===== src/rtl/dmem_access_ctrl.sv =====
// ---------------------------------------------------------------------------
// dmem_access_ctrl
//
// MEM-stage data-memory access controller. Sits directly behind the
// store/load alignment wrapper. It takes the aligned store word and byte mask
// and runs one valid/ack bus transaction at a time. It holds the pipeline
// while that transaction is in flight. It returns the raw memory word and the
// latched byte offset, which the wrapper uses as its load input and byte
// address.
//
// Optional feature (macro MISALIGN_TRAP_EN):
//   defined   - misaligned half/word requests skip the bus and complete
//               immediately with rsp_misalign=1 and rsp_rdata=0.
//   undefined - every request goes to the bus; rsp_misalign is always 0.
//
// Parameters:
//   TIMEOUT - maximum ISSUE cycles without mem_ack before the access is
//             aborted with rsp_err. A value of 0 disables the timeout.
//   AW      - address width.
//
// Ports:
//   clk, rst                  clock and synchronous active-high reset
//   req_*                     MEM-stage request (valid, we, size, addr,
//                             wdata, mask)
//   stall                     holds the pipeline while a request is pending
//   mem_req/we/addr/wdata/wstrb
//                             bus request, held stable until mem_ack
//   mem_ack, mem_rdata        bus completion and read data
//   rsp_valid                 one-cycle completion pulse
//   rsp_rdata, rsp_byteadd, rsp_err, rsp_misalign
//                             completion payload; these hold until the next
//                             capture
// ---------------------------------------------------------------------------
module dmem_access_ctrl #(
    parameter int TIMEOUT = 16,
    parameter int AW      = 32
) (
    input  logic          clk,
    input  logic          rst,
    input  logic          req_valid,
    input  logic          req_we,
    input  logic [1:0]    req_size,
    input  logic [AW-1:0] req_addr,
    input  logic [31:0]   req_wdata,
    input  logic [3:0]    req_mask,
    output logic          stall,
    output logic          mem_req,
    output logic          mem_we,
    output logic [AW-1:0] mem_addr,
    output logic [31:0]   mem_wdata,
    output logic [3:0]    mem_wstrb,
    input  logic          mem_ack,
    input  logic [31:0]   mem_rdata,
    output logic          rsp_valid,
    output logic [31:0]   rsp_rdata,
    output logic [1:0]    rsp_byteadd,
    output logic          rsp_err,
    output logic          rsp_misalign
);

    typedef enum logic [1:0] {
        IDLE  = 2'd0,
        ISSUE = 2'd1,
        DONE  = 2'd2
    } state_t;

    localparam int CW = (TIMEOUT > 1) ? $clog2(TIMEOUT) : 1;

    state_t          state_q, state_d;
    logic [CW-1:0]   cnt_q, cnt_d;
    logic            we_q, we_d;
    logic [AW-3:0]   waddr_q, waddr_d;   // word address; the byte offset lives in byteadd_q
    logic [31:0]     wdata_q, wdata_d;
    logic [3:0]      mask_q, mask_d;
    logic            req_q, req_d;
    logic [31:0]     rdata_q, rdata_d;
    logic [1:0]      byteadd_q, byteadd_d;
    logic            err_q, err_d;
    logic            mis_q, mis_d;

    logic            misalign;
    logic            timeout_hit;

`ifdef MISALIGN_TRAP_EN
    // Bytes are never misaligned. A half is misaligned only when it would
    // cross the word boundary. Word and reserved sizes must be word aligned.
    always_comb begin
        misalign = 1'b0;
        case (req_size)
            2'b00:   misalign = 1'b0;
            2'b01:   misalign = (req_addr[1:0] == 2'b11);
            default: misalign = (req_addr[1:0] != 2'b00);
        endcase
    end
`else
    logic unused_req_size;
    assign unused_req_size = ^req_size;
    assign misalign        = 1'b0;
`endif

    generate
        if (TIMEOUT > 0) begin : g_timeout
            assign timeout_hit = (cnt_q == CW'(TIMEOUT - 1));
        end else begin : g_no_timeout
            assign timeout_hit = 1'b0;
        end
    endgenerate

    always_comb begin
        state_d   = state_q;
        cnt_d     = cnt_q;
        we_d      = we_q;
        waddr_d   = waddr_q;
        wdata_d   = wdata_q;
        mask_d    = mask_q;
        req_d     = req_q;
        rdata_d   = rdata_q;
        byteadd_d = byteadd_q;
        err_d     = err_q;
        mis_d     = mis_q;

        case (state_q)
            IDLE: begin
                if (req_valid) begin
                    we_d      = req_we;
                    waddr_d   = req_addr[AW-1:2];
                    wdata_d   = req_wdata;
                    mask_d    = req_we ? req_mask : 4'b0000;
                    byteadd_d = req_addr[1:0];
                    cnt_d     = '0;
                    if (misalign) begin
                        // Trap without touching the bus.
                        state_d = DONE;
                        rdata_d = 32'h0;
                        err_d   = 1'b0;
                        mis_d   = 1'b1;
                    end else begin
                        state_d = ISSUE;
                        req_d   = 1'b1;
                    end
                end
            end
            ISSUE: begin
                if (mem_ack) begin
                    state_d = DONE;
                    req_d   = 1'b0;
                    rdata_d = we_q ? 32'h0 : mem_rdata;
                    err_d   = 1'b0;
                    mis_d   = 1'b0;
                end else if (timeout_hit) begin
                    state_d = DONE;
                    req_d   = 1'b0;
                    rdata_d = 32'h0;
                    err_d   = 1'b1;
                    mis_d   = 1'b0;
                end else begin
                    cnt_d = cnt_q + CW'(1);
                end
            end
            DONE: begin
                // A new request is never accepted here. That gives the
                // pipeline exactly one advance per access.
                state_d = IDLE;
                cnt_d   = '0;
            end
            default: begin
                state_d = IDLE;
                req_d   = 1'b0;
                cnt_d   = '0;
            end
        endcase
    end

    always_ff @(posedge clk) begin
        if (rst) begin
            state_q   <= IDLE;
            cnt_q     <= '0;
            we_q      <= 1'b0;
            waddr_q   <= '0;
            wdata_q   <= 32'h0;
            mask_q    <= 4'b0000;
            req_q     <= 1'b0;
            rdata_q   <= 32'h0;
            byteadd_q <= 2'b00;
            err_q     <= 1'b0;
            mis_q     <= 1'b0;
        end else begin
            state_q   <= state_d;
            cnt_q     <= cnt_d;
            we_q      <= we_d;
            waddr_q   <= waddr_d;
            wdata_q   <= wdata_d;
            mask_q    <= mask_d;
            req_q     <= req_d;
            rdata_q   <= rdata_d;
            byteadd_q <= byteadd_d;
            err_q     <= err_d;
            mis_q     <= mis_d;
        end
    end

    // The bus outputs are qualified by mem_req. The bus therefore sees zeros
    // whenever no transaction is outstanding.
    assign mem_req      = req_q;
    assign mem_we       = req_q & we_q;
    assign mem_addr     = req_q ? {waddr_q, 2'b00} : '0;
    assign mem_wdata    = req_q ? wdata_q : 32'h0;
    assign mem_wstrb    = req_q ? mask_q : 4'b0000;

    assign stall        = ((state_q == IDLE) & req_valid) | (state_q == ISSUE);
    assign rsp_valid    = (state_q == DONE);
    assign rsp_rdata    = rdata_q;
    assign rsp_byteadd  = byteadd_q;
    assign rsp_err      = err_q;
    assign rsp_misalign = mis_q;

endmodule


===== config.mk =====
export PLATFORM = sky130hd
export DESIGN_NAME = dmem_access_ctrl
export DESIGN_NICKNAME = d
export VERILOG_FILES = /design/src/rtl/dmem_access_ctrl.sv
export SDC_FILE = /design/constraint.sdc
export NUM_CORES = 1
export LEC_CHECK = 0
export CORE_AREA = 3 3 120 111
export CTS_BUF_LIST = sky130_fd_sc_hd__clkbuf_4 sky130_fd_sc_hd__clkbuf_8
export DETAILED_ROUTE_END_ITERATION = 12
export DIE_AREA = 0 0 123 114
export PLACE_DENSITY = 0.86
export SYNTH_ARGS = -nofsm -noshare
export SYNTH_HDL_FRONTEND = slang
export SYNTH_SLANG_ARGS = --single-unit

===== constraint.sdc =====
create_clock -name clk -period 1.3 [get_ports clk]
set_input_delay 0.13 -clock clk [delete_from_list [all_inputs] [get_ports clk]]
set_output_delay 0.13 -clock clk [all_outputs]
set_load 0.01 [all_outputs]

==> metrics, run 1 <==
clock buffer depth 2; Seq/Total Area, Yosys 0.4746; Crit. End Element primary output; TritonCTS buffer count 9; power density cells 884.3 mW/mm²; Vias/cell 5.087; Synth area leader dfxtp_1; first-pass GRT wire length 24010 µm; CP max stage cell or3b_4; syn avg cell area 7.983 µm²; Initial Util 0.3823; failing checks negative setup slack; WL/cell 17.55 µm; ratio of cells with drive above 1 in the final layout 0.4037; fin crit share 1.109; clock latency on the worst-skew pair 0.37 ns; top cells by area, synth dfxtp_1 (47%), nand2_1 (11%), and2_1 (9.1%); Crit path arrival time 1.31 ns; most common cell in the netlist nand2_1; Area Growth Syn to Fin 84.68%; Post-Route Utilization 0.7060; fin crit period 1.442 ns; final instance area 0.008492 mm²; ant diodes 0; CP Cell Sequence or3b_4, o21ai_2, buf_2; status finished, violations left; clk_skew 0.01252 ns; Achievable Freq 693.4 MHz; count of pins over their slew limit 0; Max IR drop VDD 0.6188 mV; DRT Pass-1 Iters 4; number of DRC markers in iteration 0 259; Post-synth EDFFs 0; most crowded layer after global routing met2; startpoint types flop; PortBufs 209; met1 Use GR 0.2542; WS Path Type reg2out; Yosys top cell area share 0.4746; CTS root buffer clkbuf_8; Buf/Inv on CP 1; GPL Wtd Cong 0.8111; layout net count 919; die width 123 µm; Syn Inst Count 576; Async SR Flop Fraction 0; Unique masters post-synth 33; maxcap violations 0; met3 Usage GRT 0.07189; Worst path top cell family by delay simple AND/OR/NAND/NOR gates; GR Util met2 0.3730; Setup-failing EPs final 148; antenna violations before repair 0; ys flop type dfxtp_1; setup ws final -0.1422 ns; Tightest Hold Check Type in2reg; grt ovf 0; Post-Syn Area 0.004598 mm²; largest stage delay on the critical path 0.41 ns; H-tree depth 3; clock transition at the registers of the reported paths 0.11 ns; gr usage total 0.2149; Placed Area 0.007112 mm²; Filler Cells Inserted 869; CP max FO 2; largest net degree at the start of global routing 51; num rows 38; Seq cells post-synth 109; DP Wirelength 9702 µm; vias in the first global route 4758; Leakage 3.622 nW; final wirelength 17120 µm; CORE AREA 0.01203 mm²; Place WS -0.5389 ns; total negative setup slack -9.706 ns; CTS tree built; Final ANT Viol Nets 0; I/O pins 215; DR DRC count 0; via count 4960; Synth warnings 0; clk sinks 109; Hold Fails Final Rpt 0; Die Span Y 114 µm; Hold Worst Slack 0.08587 ns; RSZ-0062 raised after global routing yes; top post-synthesis cells by count nand2_1 (134), dfxtp_1 (109), a21oi_1 (72); full die area 0.01402 mm²; worst endpoint required time 1.17 ns
[where the power goes]
group | internal, mW | leakage, nW | switching (mW)
sequential | 3.50 | 0.893 | 0.0915
combinational | 1.08 | 2.64 | 0.900
clock | 0.777 | 0.0894 | 1.17
[stage by stage]
stage / instances / total power, mW
after detailed placement: 930 / 5.018
after global routing: 975 / 7.861
after CTS: 971 / 7.266
after global placement: 930 / 4.995
final: 975 / 7.509
after floorplan: 578 / 4.239
[state kept, by name, summed over array words and instances, names as in the netlist]
signal       cells
rsp_err          1
waddr_q         30
mask_q           4
wdata_q         32
we_q             1
rsp_rdata       32
mem_req          1
rsp_byteadd      2
cnt_q            4
state_q          2
[final timing paths]
path | start | to | slack, ns | depth (start not counted)
worst max-delay path | state_q[1] | stall | -0.14 | 3
worst min-delay path | rst | cnt_q[2] | 0.09 | 2
worst max register to register | state_q[0] | waddr_q[26] | -0.12 | 7
worst min register to register | mask_q[1] | mask_q[1] | 0.45 | 2
[layout by cell type, fill, tap and decap left out, drive strengths merged, types with 14 or more instances in the layout]
cell type and count:
dfxtp 109, nand2b 34, and2 67, dlygate4sd2 35, a21oi 72, buf 134
nand4 34, nand2 134, o21ai 36, clkbuf 14, clkdlybuf4s50 103
[worst reg2reg max path, cell delays in order (launching register included)]
cell and delay, ns:
dfxtp_2 0.34, buf_6 0.13, nor3b_4 0.26, buf_12 0.17
buf_12 0.13, buf_12 0.14, nand2_4 0.05, a21oi_2 0.15
[repair_timing]
item / 4_1_cts / 5_1_grt
gates resized for setup: 430 / 196
setup buffers: 18 / 7
gates cloned: 10 / 3
pin swaps: 46 / 105
hold buffers: 0 / 0
endpoints found under the setup margin: 191 / 177
[layer usage]
layer | share of wire | wire length [µm]
met1 | 0.39 | 6708
met2 | 0.51 | 8784
met3 | 0.079 | 1353
met4 | 0.016 | 270
met5 | 0 | 0
[cell families after synthesis]
group                      after synthesis  share of synthesized area
other                                    1                  0.0008155
and+or+nand+nor                        291                     0.3214
buffers and inverters                   57                    0.06748
AOI/OAI and AO/OA                      117                     0.1331
DFF                                    109                     0.4746
adders and majority gates                1                   0.002721
[final cells by class]
| type | instances | area, µm² | area share |
|---|---|---|---|
| multi-input combinational | 412 | 2884 | 0.3396 |
| tap | 160 | 200.2 | 0.02357 |
| clock inverter | 4 | 33.78 | 0.003978 |
| clock buffer | 11 | 145.1 | 0.01709 |
| inverter | 4 | 17.52 | 0.002063 |
| sequential | 109 | 2196 | 0.2586 |
| timing repair buffer | 275 | 3015 | 0.3551 |
Power figures use the tool's default switching activity.
==> run 2: changes to the inputs <==
Settings changed: ABC_CLOCK_PERIOD_IN_PS set to 1300.
==> results of run 2 <==
No change in the layout: final DEF, timing and power equal those of run 1.
